### src/rtl/hazard_pkg.sv
// Shared types and helpers for the hazard/forwarding controller: stall FSM states,
// the register-file select constant and the nearest-stage forwarding search.
package hazard_pkg;

  typedef enum logic [1:0] {
    StRun    = 2'd0,
    StLwait  = 2'd1,
    StMcwait = 2'd2
  } hz_state_e;

  localparam int unsigned FWD_SEL_RF = 0;

  // Upper bounds for the generic search; narrower configurations are zero-extended.
  localparam int unsigned FwdMaxStages = 8;
  localparam int unsigned FwdMaxAw     = 8;

  // Returns k+1 for the lowest stage k writing rs, or FWD_SEL_RF when none does or rs is x0.
  function automatic int unsigned fwd_sel(
    input logic [FwdMaxStages-1:0][FwdMaxAw-1:0] rd,
    input logic [FwdMaxStages-1:0]               we,
    input logic [FwdMaxAw-1:0]                   rs
  );
    int unsigned sel;
    sel = FWD_SEL_RF;
    if (rs != '0) begin
      // Walk from the farthest stage down so the nearest match is written last.
      for (int k = FwdMaxStages - 1; k >= 0; k--) begin
        if (we[k] && (rd[k] == rs)) sel = unsigned'(k + 1);
      end
    end
    return sel;
  endfunction

endpackage

### src/rtl/fwd_select.sv
// Operand forwarding select for one source register: picks the nearest forwarding
// stage that writes the register, else the register file.
module fwd_select
  import hazard_pkg::*;
#(
  parameter int unsigned REG_AW     = 5,
  parameter int unsigned FWD_STAGES = 2,
  parameter int unsigned SEL_W      = $clog2(FWD_STAGES + 1)
) (
  input  logic [REG_AW-1:0]            rs_i,
  input  logic [FWD_STAGES*REG_AW-1:0] rd_i,
  input  logic [FWD_STAGES-1:0]        we_i,
  output logic [SEL_W-1:0]             sel_o
);

  logic [FwdMaxStages-1:0][FwdMaxAw-1:0] rd_ext;
  logic [FwdMaxStages-1:0]               we_ext;

  always_comb begin
    rd_ext = '0;
    we_ext = '0;
    for (int k = 0; k < FWD_STAGES; k++) begin
      rd_ext[k] = FwdMaxAw'(rd_i[k*REG_AW +: REG_AW]);
      we_ext[k] = we_i[k];
    end
    sel_o = SEL_W'(fwd_sel(rd_ext, we_ext, FwdMaxAw'(rs_i)));
  end

endmodule

### src/rtl/hazard_scoreboard.sv
// Hazard and forwarding controller: operand forwarding, load-use and multi-cycle stall FSM
// with timeout. Defining HAZARD_PERF_EN adds saturating stall/flush cycle counters.
module hazard_scoreboard
  import hazard_pkg::*;
#(
  parameter int unsigned REG_AW     = 5,
  parameter int unsigned FWD_STAGES = 2,
  parameter int unsigned LOAD_LAT   = 0,
  parameter int unsigned MC_MAX     = 64,
  parameter int unsigned SEL_W      = $clog2(FWD_STAGES + 1)
) (
  input  logic                         clk,
  input  logic                         rst,
  input  logic [REG_AW-1:0]            i_EXEC_rs1,
  input  logic [REG_AW-1:0]            i_EXEC_rs2,
  input  logic [FWD_STAGES*REG_AW-1:0] i_FWD_rd,
  input  logic [FWD_STAGES-1:0]        i_FWD_reg_write,
  output logic [SEL_W-1:0]             o_FWD_rs1,
  output logic [SEL_W-1:0]             o_FWD_rs2,
  input  logic [REG_AW-1:0]            i_FETCH_rs1,
  input  logic [REG_AW-1:0]            i_FETCH_rs2,
  input  logic [REG_AW-1:0]            i_EXEC_rd,
  input  logic                         i_EXEC_mem2reg,
  input  logic                         i_EXEC_mc_start,
  input  logic                         i_MC_done,
  input  logic                         i_BRA,
  input  logic                         i_JMP,
  input  logic                         i_FETCH_valid,
  input  logic                         i_MEM_valid,
  output logic                         o_FETCH_stall,
  output logic                         o_EXEC_stall,
  output logic                         o_EXEC_flush,
  output logic                         o_MEM_flush,
`ifdef HAZARD_PERF_EN
  output logic [31:0]                  o_STALL_cnt,
  output logic [31:0]                  o_FLUSH_cnt,
`endif
  output logic                         o_MC_timeout
);

  localparam int unsigned CntW = $clog2(MC_MAX + 1);

  fwd_select #(
    .REG_AW    (REG_AW),
    .FWD_STAGES(FWD_STAGES),
    .SEL_W     (SEL_W)
  ) u_fwd_rs1 (
    .rs_i (i_EXEC_rs1),
    .rd_i (i_FWD_rd),
    .we_i (i_FWD_reg_write),
    .sel_o(o_FWD_rs1)
  );

  fwd_select #(
    .REG_AW    (REG_AW),
    .FWD_STAGES(FWD_STAGES),
    .SEL_W     (SEL_W)
  ) u_fwd_rs2 (
    .rs_i (i_EXEC_rs2),
    .rd_i (i_FWD_rd),
    .we_i (i_FWD_reg_write),
    .sel_o(o_FWD_rs2)
  );

  hz_state_e       state_q, state_d;
  logic [CntW-1:0] cnt_q, cnt_d;
  logic            timeout_q, timeout_d;
  logic            lu, dstall, redirect, exec_stall, fetch_stall;

  always_comb begin
    lu = i_EXEC_mem2reg & (i_EXEC_rd != '0) &
         ((i_EXEC_rd == i_FETCH_rs1) | (i_EXEC_rd == i_FETCH_rs2));
    dstall      = ~i_MEM_valid;
    redirect    = i_BRA | i_JMP;
    exec_stall  = dstall | ((state_q == StMcwait) & ~i_MC_done);
    fetch_stall = ~i_FETCH_valid | exec_stall | lu | (state_q == StLwait);

    // Reset forces stalls low and flushes high so the pipeline drains cleanly.
    o_EXEC_stall  = ~rst & exec_stall;
    o_FETCH_stall = ~rst & fetch_stall;
    o_MEM_flush   = rst | exec_stall;
    o_EXEC_flush  = rst | (~exec_stall & redirect) | fetch_stall;
    o_MC_timeout  = ~rst & timeout_q;
  end

  always_comb begin
    state_d   = state_q;
    cnt_d     = cnt_q;
    timeout_d = 1'b0;
    if (i_MEM_valid) begin
      case (state_q)
        StRun: begin
          if (i_EXEC_mc_start) begin
            if (!i_MC_done) begin
              state_d = StMcwait;
              cnt_d   = '0;
            end
          end else if (lu && !redirect && (LOAD_LAT != 0)) begin
            // A redirect squashes the dependent instruction, so no load wait is needed.
            state_d = StLwait;
            cnt_d   = CntW'(LOAD_LAT);
          end
        end
        StLwait: begin
          cnt_d = cnt_q - CntW'(1);
          if (cnt_q == CntW'(1)) state_d = StRun;
        end
        StMcwait: begin
          if (i_MC_done) begin
            state_d = StRun;
          end else if (cnt_q == CntW'(MC_MAX - 1)) begin
            state_d   = StRun;
            timeout_d = 1'b1;
          end else begin
            cnt_d = cnt_q + CntW'(1);
          end
        end
        default: state_d = StRun;
      endcase
    end
  end

  always_ff @(posedge clk) begin
    if (rst) begin
      state_q   <= StRun;
      cnt_q     <= '0;
      timeout_q <= 1'b0;
    end else begin
      state_q   <= state_d;
      cnt_q     <= cnt_d;
      timeout_q <= timeout_d;
    end
  end

`ifdef HAZARD_PERF_EN
  logic [31:0] stall_cnt_q, flush_cnt_q;

  always_ff @(posedge clk) begin
    if (rst) begin
      stall_cnt_q <= '0;
      flush_cnt_q <= '0;
    end else begin
      if (o_FETCH_stall && (stall_cnt_q != '1)) stall_cnt_q <= stall_cnt_q + 32'd1;
      if (o_EXEC_flush && (flush_cnt_q != '1)) flush_cnt_q <= flush_cnt_q + 32'd1;
    end
  end

  assign o_STALL_cnt = stall_cnt_q;
  assign o_FLUSH_cnt = flush_cnt_q;
`endif

endmodule

### config.mk
export PLATFORM = sky130hd
export DESIGN_NAME = hazard_scoreboard
export DESIGN_NICKNAME = d
export VERILOG_FILES = /design/src/rtl/hazard_pkg.sv /design/src/rtl/fwd_select.sv /design/src/rtl/hazard_scoreboard.sv
export SDC_FILE = /design/constraint.sdc
export NUM_CORES = 1
export LEC_CHECK = 0
export BUFFER_PORTS_ARGS = -buffer_cell sky130_fd_sc_hd__clkbuf_2
export CORE_MARGIN = 2
export CORE_UTILIZATION = 47
export CTS_BUF_LIST = sky130_fd_sc_hd__clkbuf_8
export CTS_CLUSTER_DIAMETER = 40
export DETAILED_ROUTE_END_ITERATION = 16
export PLACE_DENSITY = 0.86
export SYNTH_ARGS = -nofsm -noshare
export SYNTH_HDL_FRONTEND = slang
export SYNTH_SLANG_ARGS = --single-unit
### constraint.sdc
create_clock -name clk -period 2.23 [get_ports clk]
set_input_delay 0.223 -clock clk [delete_from_list [all_inputs] [get_ports clk]]
set_output_delay 0.223 -clock clk [all_outputs]
set_load 0.02 [all_outputs]
* Word level (Yosys, flattened, before mapping)
Index checks and enable logic that the tools add are counted.
** Word-level totals
- Word-level logic and storage cells :: 73
- Bits in registers :: 10
- Input bits :: 46
- Output and inout bits :: 9
** Operators by class
- Equality and inequality tests :: 16
- Bitwise operators :: 22
- Multiplexer cells :: 18
- Add/subtract/negate cells :: 2
- Reductions and logical operators :: 12
** Operators with widths (number)
- $eq 5x5->1 :: 6
- $mux 7 :: 4
- $mux 2 :: 11
- $pmux 7 s3 :: 1
- $reduce_bool 5->1 :: 3
- $or 1x1->1 :: 9
- $ne 2x2->1 const B :: 4
- $add 7x1->7 const B :: 1
- $and 1x1->1 :: 7
- $eq 7x1->1 const B :: 1
- $eq 7x6->1 const B :: 1
- $sub 7x1->7 const B :: 1
- $not 1->1 :: 6
- $pmux 2 s3 :: 1
- $reduce_and 6->1 :: 1
- $reduce_and 5->1 :: 1
- $logic_and 1x1->1 :: 4
- $reduce_or 4->1 :: 1
- $ne 3x2->1 const B :: 1
- $reduce_bool 3->1 :: 1
- $eq 2x1->1 const B :: 1
- $eq 2x2->1 const B :: 1
- $logic_not 2->1 :: 1
- $ne 2x1->1 const B :: 1
- $mux 1 :: 1

* Logic depth before layout (Yosys ltp)
Gate-level depths: netlist of run 1.
- Depth after elaboration :: 7
- Depth in mapped cells :: 6
- Mapped depth without buffers :: 5

* Cells and area by module
Synthesis of run 1 repeated with hierarchy kept, for this count alone.
** Unflattened totals
- Cell total of the unflattened synthesis :: 110
- Area, all modules :: 887.1 sq um
** By module, submodules not included
- hazard_scoreboard :: instances 1, cells an instance 74, area an instance 616.8 sq um, sequential area each 180.2 sq um
- fwd_select :: instances 2, cells an instance 18, area an instance 135.1 sq um, sequential area each 0.0 sq um

* Least setup slack after synthesis of run 1
Ideal clock, no wire load.
- Kind :: flip-flop to flip-flop
- From :: register cnt_q[0]
- To :: register cnt_q[5]
- Setup time :: 0.070 ns
- Arrival :: 1.460 ns
- Buffers on the path :: 1
- Cell stages (with the launch flop) :: 7
- Clock period less this slack :: 1.529 ns
- Setup slack :: 0.701 ns
- Required time :: 2.160 ns
- Path through :: dfxtp_1 ha_1 nand4b_1 o211ai_2 buf_6 or4_1 a21oi_1
** Between the ends
- Cells in the longest elaborated chain, start to end :: 4
- Elaborated cells on any way between the ends :: 8
- Classes of those cells :: add/sub (2); eq/ne (2); mux (3); reduce/logical (1)
** RTL lines
- start, declared :: RTL line hazard_scoreboard.sv:66 : logic [CntW-1:0] cnt_q, cnt_d;
- start signal, assigned :: RTL line hazard_scoreboard.sv:130 : cnt_q <= cnt_d;
- $add 7x1->7 :: RTL line hazard_scoreboard.sv:115 : cnt_d = cnt_q + CntW'(1);
- $mux 7 :: RTL line hazard_scoreboard.sv:111 : end else if (cnt_q == CntW'(MC_MAX - 1)) begin
- $mux 7 :: RTL line hazard_scoreboard.sv:109 : if (i_MC_done) begin
- $pmux 7 s3 :: RTL line hazard_scoreboard.sv:91 : case (state_q)
Several ways; a longest one is shown, not always the timed one. The select of a mux whose other input is x is not followed.
A chain may end at the register's enable or synchronous reset.

* Worst setup path after layout of run 1
- From :: register cnt_q[0]
- To :: register cnt_q[3]
The elaborated chain is that of the path after synthesis.

==> impl_summary.md, run 1 <==
Status
The flow ran to the end, and the final reports show no timing, DRC or antenna violations.

Clock network
In this run the number of H-tree levels came out at 1. The post-CTS repair timing setup buffer count is 0. The total CTS buffers is 3. Once the clock tree was built, the resizer swapped 0 gates to a different size. The buffer cell driving the clock tree root is clkbuf_8. The clock edge transition at the registers on the reported setup and hold paths is around 0.050 ns. The clock reaches the later pin of the worst-skew pair after 0.24 ns. The number of hold buffers added after CTS was 0. The CTS tree is yes. The longest clock path from root to sink contains 2 buffers. The TritonCTS sink count is 9.

Timing
The post-route clock skew is around 0.0058 ns. The max-slew violation total from the final report was 0. For the finished layout, the period the worst path requires is about 1.7 ns. Setup violations remaining at the end of the flow were counted as 0. The share of the clock period used by the worst path after layout is 0.7569. The relative max-transition margin is 0.7340. The count of endpoints failing hold in the final timing report is 0. The transition time of the tightest slew-check pin is ~0.4 ns. Setup repair after global routing left no endpoint under its margin.

Timing would allow up to approximately 590 MHz. Setup total negative slack on the finished layout was measured at 0 ns.

Global routing
The first global-routing pass estimated 3850 um of wire. The number of global-route vias before repair is between 900 and 1000. The pin count of the biggest net entering global routing is 13. The initial antenna violation count is 0.

The overall track demand over capacity in global routing is 0.2458. Global routing finished with a remaining overflow of 0.

Worst setup path
Measured in cells, the most critical reg-to-reg path has a length of 5. The worst setup path startpoint is cnt_q[0]. The highest net fanout along the worst path is 11. The endpoint of the lowest-slack register-to-register path is cnt_q[3]. The endpoint required time on the critical path is about 2.4 ns. The reg-to-reg setup timing slack is between 0.5 and 0.6 ns.

The launching element type of the critical path is a flip-flop. The worst setup path is captured at a flip-flop. The data arrival at the endpoint of the critical path is between 1.5 and 2 ns. The startpoint identified for the worst register-to-register timing path is cnt_q[0].

The critical path capture point is cnt_q[3]. The worst setup path category is flip-flop to flip-flop.

Synth
The top-area cell type share of the netlist area is 0.2050. Yosys attributes the largest share of cell area to xor2_1, dfxtp_1, xnor2_1. The synthesized netlist net count is 162. The adder and majority gate portion of the synthesized area is 0.01395.

The leading register cell type out of synthesis is dfxtp_1. The number of flops mapped to enable cells by yosys is 0. The post-synthesis cell count is roughly 120. The number of synthesized register bits is 9. Of the total synthesized cell area, the portion taken by AND, OR, NAND and NOR gates is 0.3333. By area, the combinational part of the netlist is dominated by simple AND/OR/NAND/NOR gates. The synthesized netlist contains 37 unique library cells.

In the synthesized netlist the async set-or-reset flop fraction comes to 0. Measured against the total synthesized area, the mux share comes to 0. The cell type with the largest total area after synthesis is xor2_1. For this run, the register share of the synthesized area comes to 0.2008.

The mapped netlist covers between 800 and 900 um2. The area fraction in compound gates after synthesis is 0.1381. Of the total synthesized cell area, the portion taken by XOR and XNOR cells is 0.2929. The number of warnings printed during yosys synthesis is 0.

The synthesized area per cell is roughly 8 um2.

Final layout
Counting the fill cells in the layout gives 147. The area growth from synthesis to layout is 36.96%. The combined area of the multi-input logic cells is about 700 um2. The register cell area after layout is between 150 and 200 um2. The proportion of layout cells with a drive suffix above 1 is 0.3509.

At the end of the flow, the number of nets in the layout was roughly 220. Once layout is complete, the utilization of the core stands at 0.6965. The number of antenna diodes in the final layout is 0.

Route
The number of iterations in the first detailed-routing pass is 4. In this run the remaining antenna-violating nets after routing total 0. Detailed routing inserted a total of 1068 vias.

For this block, the initial DRC count from the detailed router was 18. The via density per instance is 5.449. After detailed routing, the average wire length per cell comes to 12.88 um. The detailed router used layers up to and including met4. The detailed route wirelength on metal3 is 140 um. The post-route DRC violation count is 0. Detailed routing placed a total of roughly 1400 um of wire on met2. The detailed router put a total of 921 um of wire on met1. After detailed routing, the total wire length is approximately 2500 um.

Floorplanning
The horizontal extent of the die is between 40 and 50 um. 55 I/O pins were placed. The area of the core is 1764 um2. The floorplan step defined a die boundary enclosing roughly 2300 um2. From bottom edge to top edge, the die measures about 48 um. The effective utilization at floorplan is 0.5085. The number of rows in the core area is 15.

Job
Max-cap violations in this run came to 0.

Power
The maximum ir drop on the vdd rail is ~240 uV. In this run the power density over the cells is 409.2 nW/um2. The leakage power is approximately 0.55 nW.

Placed design
The final weighted congestion of routability-driven global placement is around 0.91. The count of buffers inserted at the top-level ports is 54. The half-perimeter wire length after placement is 2095 um.

Hold path
The path class of the tightest hold or removal check is primary input to flip-flop.
-- through the flow --
step	cell area [um2]	worst slack, ns	total power [mW]	instances	hold slack [ns]
floorplan	897.1	0.7006	0.2387	115	0.4023
global placement	1184	0.7042	0.3041	192	0.4593
detailed placement	1184	0.5881	0.3106	192	0.4934
CTS	1229	0.5341	0.5018	196	0.2991
global route	1229	0.4198	0.5215	196	0.3151
finish	1229	0.5422	0.5028	196	0.3007
-- metal layers --
layer / GRT usage / vias to the layer above
met4: 0.1243 / 0
met1: 0.2494 / 485
met3: 0.04528 / 5
li1: - / 532
met5: 0 / -
met2: 0.4693 / 46
-- Yosys cell counts, types with 3 or more instances --
library cell / count
xor2_1: 21
dfxtp_1: 9
nand2_1: 10
nand3_1: 5
xnor2_1: 9
or2_1: 3
or4_1: 6
nor4_1: 3
nor2_1: 9
nor3_1: 3
a21oi_1: 7
o21ai_0: 3
o31ai_1: 3
-- cell families (layout without fill, tap and decap cells) --
family,count (synthesis),in the layout
simple gates,53,53
flops,9,9
compound gates,19,19
xor+xnor,30,30
buf+inv,3,59
fa+ha+maj,1,1
-- worst max-delay path, cell delays in order (launching register included) --
cell and delay [ns]:
dfxtp_1 0.33, ha_1 0.24, nand4b_1 0.16, o211ai_2 0.20
or4_1 0.52, a21oi_1 0.17
-- power by group --
part | internal, mW | total [mW] | switching [mW] | leakage [nW]
Combinational | 0.0698 | 0.144 | 0.0744 | 0.450
Clock | 0.121 | 0.195 | 0.0742 | 0.0269
Sequential | 0.162 | 0.164 | 0.00148 | 0.0726
-- area by class of cell --
type	count	area share
Timing Repair Buffer	54	0.2200
Clock inverter	1	0.003055
Clock buffer	3	0.03360
Inverter	1	0.003055
Sequential cell	9	0.1466
Multi-Input combinational cell	103	0.5682
Tap cell	25	0.02546
-- how the worst min path moves through the flow --
stage,start,endpoint,slack (ns),cells past startpoint
final,rst,state_q[1],0.30,2
after global routing,rst,cnt_q[0],0.32,2
after CTS,rst,state_q[1],0.30,2
after detailed placement,cnt_q[0],cnt_q[0],0.49,2
after global placement,cnt_q[1],cnt_q[1],0.46,2
after floorplan,i_MEM_valid,state_q[1],0.40,2
-- sequential cells by signal, summed over array words and instances, names as in the netlist --
signal	count
cnt_q	7
state_q	1
timeout_q	1
-- cell usage in the layout, fill, tap and decap left out, types with 3 or more instances in the layout --
master and instances:
nor2_1 9, nand3_1 5, a21oi_1 7, xor2_1 21
o21ai_0 3, o31ai_1 3, nand2_1 10, clkbuf_8 3
or2_1 3, xnor2_1 9, clkbuf_2 54, or4_1 6
nor4_1 3, dfxtp_1 9, nor3_1 3
(Power assumes the default switching activity.)
==> run 2: changes to the inputs <==
Settings changed: CORE_UTILIZATION 47 to 44, PLACE_DENSITY 0.86 to 0.82.
Clock period 2.23 ns to 1.59 ns, I/O delays scaled along.
==> run 2 against run 1 <==
Die area rose by 6.2%. Sequential cell count did not move. Non-clock buffer count increased by 2. Final cell count rose by 2.0%. Global-route usage shrank 2.8 points. Critical endpoint is now o_FETCH_stall. Setup slack lost 0.48 ns. Clock power rose by 35%. Clock skew is essentially flat. Sequential power increased by 40%. Count of clock-buffer cells in the layout did not move.
==> impl_summary.md, run 2 (synthesized netlist as in run 1, its figures left out) <==
Route
The post-route DRC violation count is 0 (unchanged). The antenna violation net count after detailed routing is 0 (unchanged). The number of iterations in the first detailed-routing pass is 6 (+2).

The iteration-0 DRC count of the detailed router came to 25 (+7). The via density per instance is 5.210 (-4.4%). The routed wirelength normalized by instance count is 12.67 um (-1.7%). The number of vias in the routed layout is 1042 (-2.4%).

The total routed wirelength is 2534 um (+0.36%).

Clock network
TritonCTS built the clock tree. The number of H-tree levels is 1 (unchanged). The TritonCTS sink count is 9 (unchanged). The number of buffers inserted for hold repair after clock tree synthesis is 0 (unchanged). The post-CTS repair timing setup buffer count came to 0 (unchanged). The total CTS buffers is 3 (unchanged). The worst-case clock buffer depth is 2 (unchanged). The cell sitting at the root of the clock tree is a clkbuf_8. The clock edge transition at the registers on the reported setup and hold paths was 0.04 ns (about the same). The clock insertion delay at the later pin of the skew report came to 0.23 ns (about the same).

Final layout
The proportion of layout cells with a drive suffix above 1 is 0.3815 (+0.03063). The post-layout utilization of the core is 0.6540 (-0.04246). The flip-flop count of the largest register after layout is 7 (unchanged). The largest registers in the layout are cnt_q: 7 flops, state_q: 1 flops, timeout_q: 1 flops. The number of fill cells in the layout was 184 (+25%). The number of diodes is 0 (unchanged). The most common cell after layout, fill and taps aside is clkbuf_2. The top cell types in the final layout, fill and taps aside, are clkbuf_2, xor2_1, nand2_1.

Counting flops per register, the top entry is cnt_q. Compared with the post-synthesis result, the final layout area differs by 41.56%. The net count reported at finish is 221 (+0.91%).

Timing
The count of endpoints failing hold in the final timing report is 0 (unchanged). The transition time of the tightest slew-check pin is 0.3794 ns (-0.01834 ns). The setup slack of the critical path after layout is 0.06327 ns (-0.4789 ns). The routed design could run at a clock period as short as around 1.5 ns. The summed negative setup slack over all endpoints was 0 ns (unchanged). For this run, the top clock speed supported by timing is about 650 MHz. The relative max-transition margin is 0.7447 (+0.01067).

The share of the clock period used by the worst path after layout is 0.9602. The post-route clock skew was 0.005531 ns (-0.0002284 ns). The max-slew violation total from the final report was 0 (unchanged). The number of failing setup endpoints in the final timing report is 0 (unchanged).

Worst setup path
The delay contributed by the slowest stage of the critical path is 0.38 ns (-0.14 ns). The endpoint required time on the critical path is 1.43 ns (-0.96 ns). STA classifies the critical path endpoint as an output port. The critical path is of the flip-flop to output port type.

The data arrival at the endpoint of the critical path was 1.37 ns (-0.48 ns). The critical path goes through or2b_1 -> nand3_1 -> nand2b_1 -> o31ai_1 -> clkbuf_2. The highest net fanout along the worst path is 8 (-3). The family with the most delay on the worst path is simple AND/OR/NAND/NOR gates. The worst setup path is launched from a flip-flop. The number of buffers and inverters on the critical path is 1 (+1). The slowest stage cell on the critical path is dfxtp_2.

Placed design
The final weighted congestion of routability-driven global placement is 0.8816 (-2.9%). The count of buffers inserted at the top-level ports is 54 (unchanged). The setup slack at placement is 0.02026 ns (-0.5678 ns). The half-perimeter wire length after placement is 2077 um (-0.86%).

Floorplanning
The area of the core came to 1942 um2 (+10%). The y dimension of the die came to 49.16 um (+3.1%). The top-level I/O count is 55 (unchanged). The floorplan die area is 2416 um2 (+6.2%). The number of rows in the core area is 16 (+1). The horizontal extent of the die is 49.16 um (+3.1%). The effective utilization at floorplan is 0.4620 (-0.04653).

Power
The leakage power is 0.5599 nW (+1.8%). The power density of the placed cells is 554.3 nW/um2 (+35%). The maximum ir drop on the vdd rail came to 418.9 uV (+75%).

Global routing
The overall overflow remaining after global route was 0 (unchanged). The initial antenna violation count is 0 (unchanged). The overall track demand over capacity in global routing is 0.2183 (-0.02751).

The global-route wire length before repair came to 4071 um (+5.7%). The pin count of the biggest net entering global routing is 12 (-1). The number of global-route vias before repair came to 970 (+0.83%).

Hold path
The type of the tightest min-delay check is primary input to flip-flop.

Job
The number of maximum-capacitance violations is 0 (unchanged).

Status
The flow ran to the end, and the final reports show no timing, DRC or antenna violations.
## run 2: cell types whose count changed in the layout (fill, tap and decap cells not counted), sizes merged
cell / before / now
buf: 0 / 2
## run 2: path summary, 6_finish.rpt
path | from | slack [ns] | cells past startpoint | end
max | state_q[1] | 0.06 | 5 | o_FETCH_stall
min | rst | 0.29 | 3 | cnt_q[1]
max reg2reg | cnt_q[0] | 0.07 | 5 | cnt_q[3]
min reg2reg | cnt_q[1] | 0.48 | 2 | cnt_q[1]
## run 2: stage by stage
| stage | hold WS [ns] | area, um2 | instances | total power, mW |
|---|---|---|---|---|
| 3_5_place_dp | 0.4841 | 1201 | 196 | 0.4392 |
| 3_3_place_gp | 0.4585 | 1201 | 196 | 0.4315 |
| 5_1_grt | 0.3034 | 1270 | 200 | 0.7529 |
| 4_1_cts | 0.2788 | 1246 | 200 | 0.7056 |
| 2_1_floorplan | 0.3383 | 897.1 | 115 | 0.3348 |
| 6_report | 0.2946 | 1270 | 200 | 0.7039 |
## run 2: area by class of cell
class / count / area, um2 / area share
well taps: 27 / 33.78 / 0.02660
inverters: 1 / 3.754 / 0.002956
flip-flops and latches: 9 / 182.7 / 0.1438
clock buffers: 3 / 41.29 / 0.03251
clock inverters: 1 / 3.754 / 0.002956
repair buffers: 56 / 289.0 / 0.2276
multi-input cells: 103 / 715.7 / 0.5635
## run 2: tightest hold or removal path: stages
cell	delay, ns
clkbuf_2	0.10
buf_4	0.17
a21oi_1	0.05
## run 2: timing repair
item	CTS	global route
resized for setup	0	8
endpoints found under the setup margin	0	6
hold endpoints to repair	0	0
## run 2: routing by layer
metal,vias to the layer above,share of wire,track usage
li1,527,-,-
met1,473,0.40,0.2260
met2,40,0.53,0.4234
met3,2,0.065,0.04908
met4,0,0.0071,0.07143
met5,-,0,0
## run 2: report_power, final
part	internal, mW	total [mW]	switching, mW	leakage [nW]
registers	0.228	0.230	0.00227	0.0735
logic	0.103	0.211	0.109	0.459
clock network	0.169	0.263	0.0941	0.0269
total	0.499	0.704	0.205	0.560
==> run 3: changes to the inputs <==
Settings changed: CELL_PAD_IN_SITES_DETAIL_PLACEMENT from default to 1, CELL_PAD_IN_SITES_GLOBAL_PLACEMENT from default to 2, CORE_UTILIZATION 44 to 23, PLACE_DENSITY 0.82 to default, PLACE_DENSITY_LB_ADDON from default to 0.1, SLEW_MARGIN from default to 20, SYNTH_HIERARCHICAL from default to 1.
==> run 3 against run 2 <==
Via count down 1.9%. Clock skew down 0.00054 ns. Power up 3.3%. Synthesized cell count shrank 4.3%. Setup slack got worse by 0.062 ns. Highest routed layer unchanged. Sequential cell count unchanged. Non-clock buffer count up 4. Critical endpoint is now cnt_q[5]. Maximum frequency down 3.9%. Sequential power is essentially flat.
==> impl_summary.md, run 3 <==
Route
The number of vias in the routed layout is 1022 (-1.9%). The via density per instance is 4.604 (-12%). The iteration-0 DRC count of the detailed router is 34 (+36%). The post-route DRC violation count is 0 (unchanged). The total routed wirelength is 2795 um (+10%). The number of iterations in the first detailed-routing pass is 4 (-2). The antenna violation net count after detailed routing is 0 (unchanged). The routed wirelength normalized by instance count is 12.59 um (-0.63%).

Synth
The number of warnings printed during yosys synthesis is 6 (+6). After synthesis, the largest family of logic cells by area is XOR/XNOR gates. The number of flops mapped to enable cells by yosys is 0 (unchanged). Sorting the synthesized cells by how often they occur yields xor2_1, xnor2_1, dfxtp_1.

Yosys attributes the largest share of cell area to dfxtp_1, xor2_1, xnor2_1. The synthesized area is 887.1 um2 (-1.1%). The mux share of post-synthesis cell area came to 0 (unchanged). The number of synthesized register bits is 9 (unchanged). The number of distinct standard cells referenced by the synthesized netlist was 33 (-11%).

Yosys instantiated no cell more often than xor2_1. The adder and majority gate portion of the synthesized area is 0.01410 (+0.0001574). The synthesized-area fraction occupied by xor and xnor cells was 0.3061 (+0.01318). The leading register cell type out of synthesis is dfxtp_1. The simple-gate area share of the yosys netlist came to 0.2990 (-0.03432). The post-synthesis cell count is 110 (-4.3%). The synthesized area per cell is 8.065 um2 (+3.4%). The top-area cell type share of the netlist area came to 0.2031 (-0.001918). The synthesized netlist net count was 157 (-3.1%). The area fraction in compound gates after synthesis is 0.1594 (+0.02130).

The sequential element share of the synthesized area is 0.2031 (+0.002266). The fraction of registers with async set or reset after synthesis was 0 (unchanged). The largest total area in the synthesized netlist belongs to dfxtp_1.

Timing
The transition time of the tightest slew-check pin is 0.3997 ns (+0.02029 ns). The share of the clock period used by the worst path after layout was 0.9994 (+0.03920). The post-route clock skew was 0.004986 ns (-0.0005447 ns). The max-slew violation total from the final report was 0 (unchanged). The maximum operating frequency is 629.3 MHz (-3.9%). The number of failing setup endpoints in the final timing report is 0 (unchanged). The setup slack of the critical path after layout was 0.0009438 ns (-0.06232 ns). The relative max-transition margin is 0.7311 (-0.01365). The clock period minus worst slack is 1.589 ns (+0.06232 ns).

The count of endpoints failing hold in the final timing report was 0 (unchanged). Setup repair after global routing could not meet its margin everywhere.

Hold path
The min-delay analysis places its worst path in the category primary input to flip-flop. The instance count along the most critical hold path is 2 (-1). The startpoint of the tightest hold check path is rst.

The worst min-delay path endpoint is cnt_q[1].

Floorplanning
The horizontal extent of the die is 66.11 um (+34%). The floorplan die area was 4370 um2 (+81%). The top-level I/O count was 55 (unchanged). The number of rows in the core area is 22 (+6). The y dimension of the die is 66.11 um (+34%). The effective utilization at floorplan is 0.2405 (-0.2215). The area of the core is 3689 um2 (+90%).

Clock network
The TritonCTS sink count was 9 (unchanged). The total CTS buffers is 3 (unchanged). The worst-case clock buffer depth is 2 (unchanged). The CTS tree is yes. The number of H-tree levels is 1 (unchanged).

The clock edge transition at the registers on the reported setup and hold paths is 0.05 ns (about the same). The tree is rooted in a clkbuf_8. The number of buffers inserted for hold repair after clock tree synthesis is 0 (unchanged).

The clock insertion delay at the later pin of the skew report is 0.24 ns (about the same).

Worst setup path
The critical path in this run is classified as flip-flop to flip-flop. The data arrival at the endpoint of the critical path is 1.76 ns (+0.39 ns). The launching element type of the critical path is a flip-flop. The signal on the critical path passes through ha_4 -> nand4_1 -> buf_4 -> o311ai_4 -> or4_1 -> a21oi_2. The delay contributed by the slowest stage of the critical path is 0.50 ns (+0.12 ns). The worst setup path startpoint is cnt_q[0]. The launch instance of the worst register-to-register path is cnt_q[0]. The slowest stage cell on the critical path is or4_1. The number of cells traversed by the worst register-to-register path is 6 (+1). The endpoint identified for the worst register-to-register timing path is cnt_q[5]. The kind of end point of the critical path is a flip-flop. The highest net fanout along the worst path was 5 (-3).

The reg-to-reg setup timing slack is 0.0009 ns (-0.07 ns). The endpoint required time on the critical path was 1.76 ns (+0.33 ns).

Final layout
The net count reported at finish came to 222 (+0.45%). The library cell used most frequently in the layout, excluding fill and tap cells, is clkbuf_2. The post-route cell area is 1370 um2 (+7.9%).

Counting flops per register, the top entry is cnt_q. In the layout the commonest cells are clkbuf_2, xor2_1, xnor2_1. The number of diodes is 0 (unchanged). In the final layout, the registers with the most flip-flops are cnt_q: 7 flops, state_q: 1 flops, timeout_q: 1 flops. Relative to the synthesized area, the layout overhead comes to 54.44%.

The flip-flop count of the largest register after layout is 7 (unchanged). The proportion of layout cells with a drive suffix above 1 came to 0.4770 (+0.09551).

Placed design
The final weighted congestion of routability-driven global placement is 0.7091 (-20%). The half-perimeter wire length after placement is 2301 um (+11%). The post-detailed-placement cell area is 1227 um2 (+2.2%). The count of buffers inserted at the top-level ports is 54 (unchanged). The setup slack at placement is -0.002397 ns (-0.02266 ns).

Power
The maximum ir drop on the vdd rail is 204.2 uV (-51%). The leakage power came to 0.5739 nW (+2.5%). The power density of the placed cells came to 530.8 nW/um2 (-4.2%).

Status
The flow ran to the end, and the final reports show no timing, DRC or antenna violations.

Global routing
The pin count of the biggest net entering global routing is 12 (unchanged). The overall track demand over capacity in global routing is 0.1328 (-0.08550). The global-route wire length before repair is 4547 um (+12%). The initial antenna violation count is 0 (unchanged).

The overall overflow remaining after global route is 0 (unchanged). The number of global-route vias before repair came to 1056 (+8.9%).

Job
The number of maximum-capacitance violations is 0 (unchanged).
-- run 3: cell types whose count changed after synthesis, moves of 3 or more --
cell	before	now
nand2_1	10	4
xnor2_1	9	13
nor2_1	9	6
or2_1	3	0
or3_2	0	3
xor2_1	21	18
-- run 3: per-layer routing --
metal  share of wire  wire length, um  GRT usage
met2            0.51             1425     0.2288
met5               0                0          0
met1            0.43             1215     0.1675
met3           0.041              114    0.01363
met4           0.014               40    0.05357
-- run 3: worst max-delay path by stage --
stage,to,slack [ns],depth (start not counted)
global route,cnt_q[5],-0.07,6
CTS,cnt_q[5],-0.007,6
global placement,cnt_q[5],0.05,5
floorplan,cnt_q[5],0.08,5
finish,cnt_q[5],0.0009,6
detailed placement,cnt_q[5],-0.002,5
-- run 3: logic make-up after synthesis --
logic type,after synthesis
compound gates,20
flops,9
fa+ha+maj,1
xor+xnor,31
buf+inv,4
simple gates,45
-- run 3: power by group --
| part | total (mW) | internal [mW] | switching (mW) |
|---|---|---|---|
| clock | 0.269 | 0.171 | 0.0978 |
| combinational | 0.226 | 0.113 | 0.113 |
| sequential | 0.232 | 0.228 | 0.00411 |
-- run 3: final cells by class --
class	instances	area, um2
Fill cell	479	2318
Multi-Input combinational cell	98	748.2
Timing Repair Buffer	60	317.8
Sequential cell	9	186.4
Tap cell	48	60.06
Clock buffer	3	41.29
Inverter	3	11.26
Clock inverter	1	5.005
-- run 3: what timing repair did --
item                       CTS  global route
pin swaps                    3             3
setup endpoints to repair    3             7
resized for setup            4            13
setup buffers                3             1
gates cloned                 1             0
-- run 3: per-stage QoR --
| step | TNS (ns) | total power, mW | hold slack, ns | util | instances |
|---|---|---|---|---|---|
| finish | 0 | 0.7272 | 0.2151 | 0.3714 | 222 |
| global route | -0.1737 | 0.7704 | 0.2502 | 0.3714 | 222 |
| CTS | -0.007453 | 0.7323 | 0.2174 | 0.3599 | 221 |
| detailed placement | -0.002397 | 0.4546 | 0.4671 | 0.3328 | 213 |
| global placement | 0 | 0.4509 | 0.4654 | 0.3328 | 213 |
| floorplan | 0 | 0.3471 | 0.3339 | - | 110 |
-- run 3: critical path, delay by kind of cell, from the launching register on --
family | cells | cell delay [ns]
and+or+nand+nor | 2 | 0.63
buffers and inverters | 1 | 0.14
DFF | 1 | 0.34
AOI/OAI and AO/OA | 2 | 0.24
adders and majority gates | 1 | 0.16
